==> src/rtl/fetch_stage.sv <==
// Instruction-fetch stage: holds the architectural PC, fetches over a req/ack
// memory handshake and hands instructions to decode over valid/ready.
module fetch_stage #(
  parameter logic [31:0] RESET_PC = 32'h0000_0000
) (
  input  logic        clk,
  input  logic        rst_n,
  input  logic [31:0] next_pc,
  input  logic        flush,
  input  logic [31:0] flush_pc,
  output logic [31:0] pc,
  output logic        imem_req,
  output logic [31:0] imem_addr,
  input  logic        imem_ack,
  input  logic [31:0] imem_rdata,
  output logic        if_valid,
  output logic [31:0] if_instr,
  output logic [31:0] if_pc,
  input  logic        if_ready,
  output logic [31:0] fetch_count
);

  typedef enum logic [1:0] {
    ST_START = 2'd0,
    ST_REQ   = 2'd1,
    ST_HOLD  = 2'd2
  } state_e;

  state_e      state_q, state_d;
  logic [31:0] pc_q, pc_d;
  logic [31:0] addr_q, addr_d;
  logic        req_q, req_d;
  logic        valid_q, valid_d;
  logic [31:0] instr_q, instr_d;
  logic [31:0] ipc_q, ipc_d;
  logic [31:0] count_q, count_d;
  logic        squash_q, squash_d;

  function automatic logic [31:0] align_word(input logic [31:0] a);
    return {a[31:2], 2'b00};
  endfunction

  // State and output registers
  always_ff @(posedge clk or negedge rst_n) begin
    if (!rst_n) begin
      state_q  <= ST_START;
      pc_q     <= RESET_PC;
      addr_q   <= align_word(RESET_PC);
      req_q    <= 1'b0;
      valid_q  <= 1'b0;
      instr_q  <= 32'h0000_0000;
      ipc_q    <= 32'h0000_0000;
      count_q  <= 32'h0000_0000;
      squash_q <= 1'b0;
    end else begin
      state_q  <= state_d;
      pc_q     <= pc_d;
      addr_q   <= addr_d;
      req_q    <= req_d;
      valid_q  <= valid_d;
      instr_q  <= instr_d;
      ipc_q    <= ipc_d;
      count_q  <= count_d;
      squash_q <= squash_d;
    end
  end

  // Next-state and next-output logic
  always_comb begin
    state_d  = state_q;
    pc_d     = pc_q;
    addr_d   = addr_q;
    req_d    = req_q;
    valid_d  = valid_q;
    instr_d  = instr_q;
    ipc_d    = ipc_q;
    count_d  = count_q;
    squash_d = squash_q;
    case (state_q)
      ST_START: begin
        state_d = ST_REQ;
        req_d   = 1'b1;
        if (flush) begin
          pc_d   = flush_pc;
          addr_d = align_word(flush_pc);
        end else begin
          pc_d   = pc_q;
        end
      end
      ST_REQ: begin
        if (flush) begin
          pc_d = flush_pc;
          // Without an ack the old request must stay live; its response is dropped later.
          if (imem_ack) begin
            addr_d   = align_word(flush_pc);
            squash_d = 1'b0;
          end else begin
            squash_d = 1'b1;
          end
        end else if (imem_ack) begin
          if (squash_q) begin
            squash_d = 1'b0;
            addr_d   = align_word(pc_q);
          end else begin
            instr_d = imem_rdata;
            ipc_d   = pc_q;
            valid_d = 1'b1;
            req_d   = 1'b0;
            state_d = ST_HOLD;
          end
        end else begin
          state_d = ST_REQ;
        end
      end
      ST_HOLD: begin
        if (flush || if_ready) begin
          pc_d    = flush ? flush_pc : next_pc;
          addr_d  = align_word(flush ? flush_pc : next_pc);
          count_d = if_ready ? (count_q + 32'd1) : count_q;
          valid_d = 1'b0;
          req_d   = 1'b1;
          state_d = ST_REQ;
        end else begin
          state_d = ST_HOLD;
        end
      end
      default: begin
        state_d = ST_START;
        req_d   = 1'b0;
        valid_d = 1'b0;
      end
    endcase
  end

  assign pc          = pc_q;
  assign imem_req    = req_q;
  assign imem_addr   = addr_q;
  assign if_valid    = valid_q;
  assign if_instr    = instr_q;
  assign if_pc       = ipc_q;
  assign fetch_count = count_q;

endmodule

==> config.mk <==
export PLATFORM = sky130hd
export DESIGN_NAME = fetch_stage
export DESIGN_NICKNAME = d
export VERILOG_FILES = /design/src/rtl/fetch_stage.sv
export SDC_FILE = /design/constraint.sdc
export NUM_CORES = 1
export LEC_CHECK = 0
export ABC_AREA = 1
export BUFFER_PORTS_ARGS = -buffer_cell sky130_fd_sc_hd__clkbuf_2
export CORE_MARGIN = 2
export CORE_UTILIZATION = 46
export DETAILED_ROUTE_END_ITERATION = 12
export GPL_TIMING_DRIVEN = 0
export PLACE_DENSITY = 0.73
export SLEW_MARGIN = 10
export SYNTH_ARGS = -nofsm -noshare
export SYNTH_HDL_FRONTEND = slang
export SYNTH_SLANG_ARGS = --single-unit
==> constraint.sdc <==
create_clock -name clk -period 1.6 [get_ports clk]
set_input_delay 0.24 -clock clk [delete_from_list [all_inputs] [get_ports clk]]
set_output_delay 0.24 -clock clk [all_outputs]
set_load 0.01 [all_outputs]
Yosys cells after proc, flatten, opt, wreduce, memory -nomap -nowiden --
Index checks and enable logic that the tools add are counted.
Storage, ports and cells: input bits 101, register bits 165
Operators by class: mux-type cells 29, bitwise logic cells 3, reductions and logical operators 14, equal/unequal tests 10, add/subtract/negate cells 1
Operators by type and width (number):
- 32-bit two-way mux | 9
- 32-bit one-hot mux with 3 select lines | 1
- 32-bit one-hot mux with 2 select lines | 1
- 32-bit by 1-bit adder with 32-bit output (second input constant) | 1
- 1-bit two-way mux | 11
- 2-bit inequality test (second input constant) | 5
- 5-bit AND reduction | 2
- 2-bit two-way mux | 4
- 4-bit AND reduction | 2
- 3-bit inequality test (second input constant) | 2
- 1-bit one-hot mux with 3 select lines | 2
- 2-bit one-hot mux with 3 select lines | 1
- 3-bit AND reduction | 2
- 2-bit AND reduction | 2
- 2-bit nonzero test | 2
- 1-bit inverter | 3
- 3-bit nonzero test | 1
- 2-bit by 1-bit equality test with 1-bit output (second input constant) | 1
- 2-bit equality test (second input constant) | 1
- 2-bit logical NOT | 1
- 2-bit by 1-bit inequality test with 1-bit output (second input constant) | 1
- 2-bit OR reduction | 1
- 1-bit logical OR | 1

Longest topological paths before layout --
depth after elaboration 4, mapped depth 11, depth with buffers taken out 10

Worst setup path before layout --
Ideal clock, no wire load.
path type reg-to-reg, start point register state_q[0], end point register count_q[26], in the netlist fetch_count[26], period minus slack after synthesis 1671 ps, data arrival time 1551 ps, stages on the path, launching flop included 10, slack -71 ps, library setup time 120 ps, cells stage by stage dfrtp_1 -> inv_1 -> ha_1 -> nand2_2 -> nor2_4 -> nand2_2 -> nor2_4 -> nand2_1 -> o21ai_1 -> nand2_1
Between the ends: word-level cells in the longest chain between the ends 2
Ends and longest elaborated chain:
- from (decl) | RTL line 29 | state_e state_q, state_d;
- from (signal assigned) | RTL line 56 | state_q <= state_d;
- 2-bit equality test | RTL line 79 | case (state_q)
- 3-bit AND reduction (no source line)
- to (signal assigned) | RTL line 63 | count_q <= count_d;
- to (decl) | RTL line 36 | logic [31:0] count_q, count_d;
Every way passes these cells. A chain may end at the register's enable or synchronous reset.

Worst setup path after layout --
start point register state_q[0], end point register pc_q[27], in the netlist pc[27]
Between the ends: word-level cells in the longest chain between the ends 4, elaborated cells between the ends (all ways) 9
Ends and longest elaborated chain:
- 2-bit by 1-bit equality test with 1-bit output or 2-bit logical NOT (tied branches) | RTL line 79
- 2-bit OR reduction (no source line)
- 2-bit by 1-bit inequality test with 1-bit output (no source line) or 2-bit nonzero test (tied branches)
- 3-bit AND reduction (no source line)
- to (signal assigned) | RTL line 57 | pc_q <= pc_d;
- to (decl) | RTL line 30 | logic [31:0] pc_q, pc_d;
Parallel ways exist; a longest one is shown, timed or not.

==> report_table.html <==
<table>
<tr><th>Metric</th><th>Value</th></tr>
<tr><th colspan="2">Run status</th></tr>
<tr><td>Result of the run</td><td>finished, violations left</td></tr>
<tr><td>Violated checks</td><td>negative setup slack</td></tr>
<tr><th colspan="2">Cells and area</th></tr>
<tr><td>Ratio of cells with drive above 1 in the final layout</td><td>36.4%</td></tr>
<tr><td>Layout Cells excl Fill</td><td>1479</td></tr>
<tr><td>Number of antenna cells inserted</td><td>0</td></tr>
<tr><td>Relative area change from synthesis to final layout</td><td>40.5%</td></tr>
<tr><td>Nets</td><td>1355</td></tr>
<tr><th colspan="2">Clocking</th></tr>
<tr><td>Clock transition at the register clock pins on the worst setup and hold paths after CTS</td><td>70 ps</td></tr>
<tr><td>Root buf cell</td><td>sky130_fd_sc_hd__clkbuf_16</td></tr>
<tr><td>Clock tree sinks</td><td>163</td></tr>
<tr><td>CTS H-Tree Depth</td><td>4</td></tr>
<tr><td>Max Buffers Root-to-Sink</td><td>2</td></tr>
<tr><td>TritonCTS clock tree</td><td>done</td></tr>
<tr><td>Skew-Pair Late Insertion Delay</td><td>420 ps</td></tr>
<tr><td>Number of clock buffers inserted by TritonCTS</td><td>17</td></tr>
<tr><th colspan="2">Synth</th></tr>
<tr><td>Number of enable-type register cells in the synthesized netlist</td><td>0</td></tr>
<tr><td>Adder and majority gate portion of the synthesized area</td><td>1.30%</td></tr>
<tr><td>Number of different library cells in the post-synthesis netlist</td><td>28</td></tr>
<tr><td>Simple-gate portion of the synthesized area</td><td>24.9%</td></tr>
<tr><td>Yosys top cell by area</td><td>sky130_fd_sc_hd__dfrtp_1</td></tr>
<tr><td>Ranking of synthesized cells by area</td><td>sky130_fd_sc_hd__dfrtp_1 53%, sky130_fd_sc_hd__nand2_1 20%, sky130_fd_sc_hd__o21ai_0 5.6%</td></tr>
<tr><td>Syn avg cell area</td><td>8.26 µm²</td></tr>
<tr><td>Synthesized flop and latch total</td><td>163</td></tr>
<tr><td>Synthesized instance count</td><td>932</td></tr>
<tr><td>Area share of the leading cell type in the synthesized netlist</td><td>53.0%</td></tr>
<tr><td>Fraction of synthesized cell area in xor and xnor cells</td><td>2.62%</td></tr>
<tr><td>Register area share after synthesis</td><td>53.0%</td></tr>
<tr><td>Share of synthesized flip-flops with an asynchronous set or reset</td><td>100%</td></tr>
<tr><td>Compound-cell area share of the yosys netlist</td><td>7.18%</td></tr>
<tr><td>Main combinational cell family by area after synthesis</td><td>simple AND/OR/NAND/NOR gates</td></tr>
<tr><td>Total standard cell area after synthesis</td><td>7700 µm²</td></tr>
<tr><td>Number of warnings reported in the yosys synthesis log</td><td>0</td></tr>
<tr><td>Top FF cell, synth</td><td>sky130_fd_sc_hd__dfrtp_1</td></tr>
<tr><td>Fraction of synthesized area in multiplexers</td><td>4.97%</td></tr>
<tr><th colspan="2">Critical path</th></tr>
<tr><td>Required time of the critical path</td><td>1890 ps</td></tr>
<tr><td>Kind of capture point of the worst setup path</td><td>flop</td></tr>
<tr><td>Most used cell, CP</td><td>sky130_fd_sc_hd__nor2_1</td></tr>
<tr><td>Slack of the worst reg-to-reg path</td><td>-110 ps</td></tr>
<tr><td>Critical path launch point type</td><td>flop</td></tr>
<tr><td>Cell-by-cell trace of the critical path</td><td>buf_4 -&gt; ha_4 -&gt; nor2_2 -&gt; nor2_1 -&gt; nor2_1 -&gt; nand2_2 -&gt; clkinv_4 -&gt; clkbuf_8 -&gt; o21ai_0</td></tr>
<tr><td>Max stage delay on crit path</td><td>440 ps</td></tr>
<tr><td>Cell type of the slowest stage on the worst timing path</td><td>sky130_fd_sc_hd__dfrtp_2</td></tr>
<tr><td>Worst Setup Path Type</td><td>flop to flop</td></tr>
<tr><td>Largest fanout on the critical path</td><td>10</td></tr>
<tr><td>Data arrival, critical path</td><td>2000 ps</td></tr>
<tr><th colspan="2">Global routing</th></tr>
<tr><td>Most Used Layer, Global Route</td><td>met2</td></tr>
<tr><td>Number of antenna violations at the first check in global routing</td><td>0</td></tr>
<tr><td>Remaining Overflow, GRT</td><td>0</td></tr>
<tr><td>Met1 Track Usage GR</td><td>32.3%</td></tr>
<tr><td>First-pass GRT wire length</td><td>35000 µm</td></tr>
<tr><td>Routing usage on met3</td><td>5.59%</td></tr>
<tr><td>Total track usage</td><td>24.8%</td></tr>
<tr><td>GR Util met2</td><td>41.1%</td></tr>
<tr><td>Pin count of the biggest net entering global routing</td><td>101</td></tr>
<tr><td>Vias in the first global route</td><td>6951</td></tr>
<tr><th colspan="2">STA</th></tr>
<tr><td>Worst slew margin relative to its limit</td><td>65.1%</td></tr>
<tr><td>Post-route worst setup slack</td><td>-113 ps</td></tr>
<tr><td>Aggregate negative setup slack</td><td>-5340 ps</td></tr>
<tr><td>Post-route clock period utilization</td><td>107%</td></tr>
<tr><td>Number of setup violations in the final report</td><td>113</td></tr>
<tr><td>Tightest Pin Transition</td><td>523 ps</td></tr>
<tr><td>Hold violation total from the final report</td><td>0</td></tr>
<tr><td>Min cycle time layout</td><td>1710 ps</td></tr>
<tr><td>Final setup skew</td><td>8.23 ps</td></tr>
<tr><td>Max Slew Vio Count</td><td>0</td></tr>
<tr><td>Setup repair after global routing missed its margin</td><td>true</td></tr>
<tr><td>Highest achievable clock rate</td><td>584 MHz</td></tr>
<tr><th colspan="2">Power</th></tr>
<tr><td>Register share of total power</td><td>32.1%</td></tr>
<tr><td>PD cells</td><td>1960 nW/µm²</td></tr>
<tr><td>Leak</td><td>5.90 nW</td></tr>
<tr><td>Internal Dissipation</td><td>12.5 mW</td></tr>
<tr><td>Part of the power in the clock network</td><td>19.9%</td></tr>
<tr><td>Worst IR drop on VDD</td><td>1.09 mV</td></tr>
<tr><td>Sw Ratio</td><td>40.9%</td></tr>
<tr><td>Switching power</td><td>8.68 mW</td></tr>
<tr><td>Gate power share</td><td>48.0%</td></tr>
<tr><td>Final Total Pwr</td><td>21.2 mW</td></tr>
<tr><th colspan="2">Worst hold path</th></tr>
<tr><td>Path class of the lowest-slack min-delay path</td><td>primary input to flop</td></tr>
<tr><th colspan="2">Routing</th></tr>
<tr><td>Count of TritonRoute iterations in the first routing pass</td><td>6</td></tr>
<tr><td>Starting DRC count in detailed routing</td><td>389</td></tr>
<tr><td>Remaining antenna violation count after routing</td><td>0</td></tr>
<tr><td>Via density per instance</td><td>5.00</td></tr>
<tr><td>Avg WL per Cell</td><td>15.4 µm</td></tr>
<tr><td># DRC</td><td>0</td></tr>
<tr><td>Vias after detailed routing</td><td>7389</td></tr>
<tr><td>Total routed wirelength</td><td>22800 µm</td></tr>
<tr><th colspan="2">Die</th></tr>
<tr><td>Vertical die dimension</td><td>133 µm</td></tr>
<tr><td>Starting density of the core</td><td>46.8%</td></tr>
<tr><td>IO Count</td><td>263</td></tr>
<tr><td>Die area</td><td>17800 µm²</td></tr>
<tr><td>Row count</td><td>47</td></tr>
<tr><td>Core area</td><td>16500 µm²</td></tr>
<tr><td>Die span in x</td><td>133 µm</td></tr>
<tr><th colspan="2">Place</th></tr>
<tr><td>Number of buffer cells added on primary ports</td><td>260</td></tr>
<tr><td>Placed Cells incl. Taps</td><td>1414</td></tr>
<tr><td>Half-perimeter wire length after detailed placement</td><td>16000 µm</td></tr>
<tr><td>Placer congestion estimate</td><td>0.869</td></tr>
<tr><th colspan="2">Flow run</th></tr>
<tr><td>Number of max-cap violations</td><td>0</td></tr>
</table>
-- power groups by stage --
stage                     Clock (mW)  Sequential [mW]  Combinational (mW)
after floorplan                    0             7.55                4.20
after global placement             0             6.81                8.33
after detailed placement           0             6.84                8.49
after CTS                       4.31             6.80                9.33
after global routing            4.47             7.01                11.2
final                           4.23             6.81                10.2
-- final timing paths --
| check | start | end | depth (start not counted) |
|---|---|---|---|
| setup / recovery | state_q[0] | pc[27] | 9 |
| hold / removal | imem_rdata[16] | if_instr[16] | 2 |
| setup reg to reg | state_q[0] | pc[27] | 9 |
| hold reg to reg | imem_addr[27] | imem_addr[27] | 2 |
| max in group asynchronous | rst_n | imem_addr[27] | 3 |
| min in group asynchronous | rst_n | fetch_count[16] | 2 |
-- worst max-delay path, delay by kind of cell (launching register included) --
kind                       cells  cell delay [ps]
AOI/OAI and AO/OA              1              100
DFF                            1              440
adders and majority gates      1              180
and+or+nand+nor                4              370
buffers and inverters          3              490
-- cell usage after synthesis (2+ instances only) --
| cell | instances |
|---|---|
| sky130_fd_sc_hd__nor2_1 | 41 |
| sky130_fd_sc_hd__mux2_2 | 34 |
| sky130_fd_sc_hd__a21oi_1 | 2 |
| sky130_fd_sc_hd__o21ai_1 | 8 |
| sky130_fd_sc_hd__ha_1 | 8 |
| sky130_fd_sc_hd__o22ai_1 | 8 |
| sky130_fd_sc_hd__o31ai_1 | 3 |
| sky130_fd_sc_hd__buf_2 | 19 |
| sky130_fd_sc_hd__nand3_1 | 16 |
| sky130_fd_sc_hd__nor3_1 | 3 |
| sky130_fd_sc_hd__nor2_4 | 5 |
| sky130_fd_sc_hd__inv_2 | 3 |
| sky130_fd_sc_hd__nand4_1 | 6 |
| sky130_fd_sc_hd__inv_1 | 70 |
| sky130_fd_sc_hd__o21ai_0 | 86 |
| sky130_fd_sc_hd__nand2_1 | 405 |
| sky130_fd_sc_hd__xnor2_1 | 13 |
| sky130_fd_sc_hd__buf_4 | 4 |
| sky130_fd_sc_hd__nand2_2 | 3 |
| sky130_fd_sc_hd__buf_1 | 4 |
| sky130_fd_sc_hd__xor2_1 | 10 |
| sky130_fd_sc_hd__dfrtp_1 | 163 |
| sky130_fd_sc_hd__clkbuf_1 | 12 |
| sky130_fd_sc_hd__nand3b_1 | 2 |
-- flip-flops by register name, summed over array words and instances (netlist names) --
| register | cells |
|---|---|
| imem_req | 1 |
| if_instr | 32 |
| pc | 32 |
| fetch_count | 32 |
| state_q | 2 |
| squash_q | 1 |
| if_pc | 32 |
| imem_addr | 30 |
| if_valid | 1 |
-- kinds of logic (layout without fill, tap and decap cells) --
family / after synthesis / count (layout)
xor gates and xnor gates: 23 / 23
AOI/OAI and AO/OA: 107 / 107
buffers and inverters: 112 / 438
other: 1 / 2
and+or+nand+nor: 484 / 484
DFF: 163 / 163
adders and majority gates: 8 / 8
muxes: 34 / 34
-- through the flow --
| step | instance area [µm²] | hold WS, ps | utilization [%] | setup WS [ps] |
|---|---|---|---|---|
| after floorplan | 7710 | -55.6 | - | -7.02 |
| after global placement | 9290 | 454 | 56.4 | -2650 |
| after detailed placement | 9330 | 260 | 56.6 | -609 |
| after CTS | 10300 | 35.3 | 62.5 | -57.5 |
| after global routing | 10800 | 35.4 | 65.7 | -211 |
| final | 10800 | 48.8 | 65.7 | -113 |
-- metal layers --
layer | part of all wire (%) | vias up
li1 | - | 3545
met5 | 0 | -
met3 | 7.5 | 36
met2 | 49 | 308
met1 | 41 | 3500
met4 | 2.1 | 0
-- layout by cell type (no fill, tap or decap), types with 5 or more instances in the layout --
| cell type | n |
|---|---|
| sky130_fd_sc_hd__clkbuf_2 | 261 |
| sky130_fd_sc_hd__o21ai_0 | 73 |
| sky130_fd_sc_hd__nand2_4 | 5 |
| sky130_fd_sc_hd__buf_6 | 15 |
| sky130_fd_sc_hd__o22ai_1 | 8 |
| sky130_fd_sc_hd__inv_8 | 5 |
| sky130_fd_sc_hd__nand2_2 | 14 |
| sky130_fd_sc_hd__inv_1 | 64 |
| sky130_fd_sc_hd__buf_4 | 27 |
| sky130_fd_sc_hd__nand4_1 | 6 |
| sky130_fd_sc_hd__nand2_1 | 387 |
| sky130_fd_sc_hd__nor2_4 | 8 |
| sky130_fd_sc_hd__ha_4 | 5 |
| sky130_fd_sc_hd__o21ai_1 | 18 |
| sky130_fd_sc_hd__buf_8 | 13 |
| sky130_fd_sc_hd__xnor2_1 | 13 |
| sky130_fd_sc_hd__mux2_2 | 34 |
| sky130_fd_sc_hd__buf_2 | 5 |
| sky130_fd_sc_hd__xor2_1 | 10 |
| sky130_fd_sc_hd__nor2_1 | 34 |
| sky130_fd_sc_hd__clkbuf_16 | 22 |
| sky130_fd_sc_hd__dfrtp_1 | 162 |
| sky130_fd_sc_hd__inv_6 | 8 |
| sky130_fd_sc_hd__nand3_1 | 12 |
-- layout make-up --
type	count	area [µm²]
Buffer	39	435
Clock buffer	17	425
Clock inverter	15	183
Fill cell	1386	5650
Inverter	73	299
Multi-Input combinational cell	658	3420
Sequential cell	163	4080
Tap cell	220	275
Timing Repair Buffer	294	1700
-- timing repair --
item	4_1_cts	5_1_grt
setup endpoints to repair	151	149
hold endpoints to repair	63	0
gates resized for setup	90	102
setup buffers	9	16
cloned	1	6
hold buffers	1	0
pin swaps	13	22
Power figures use the tool's default switching activity.
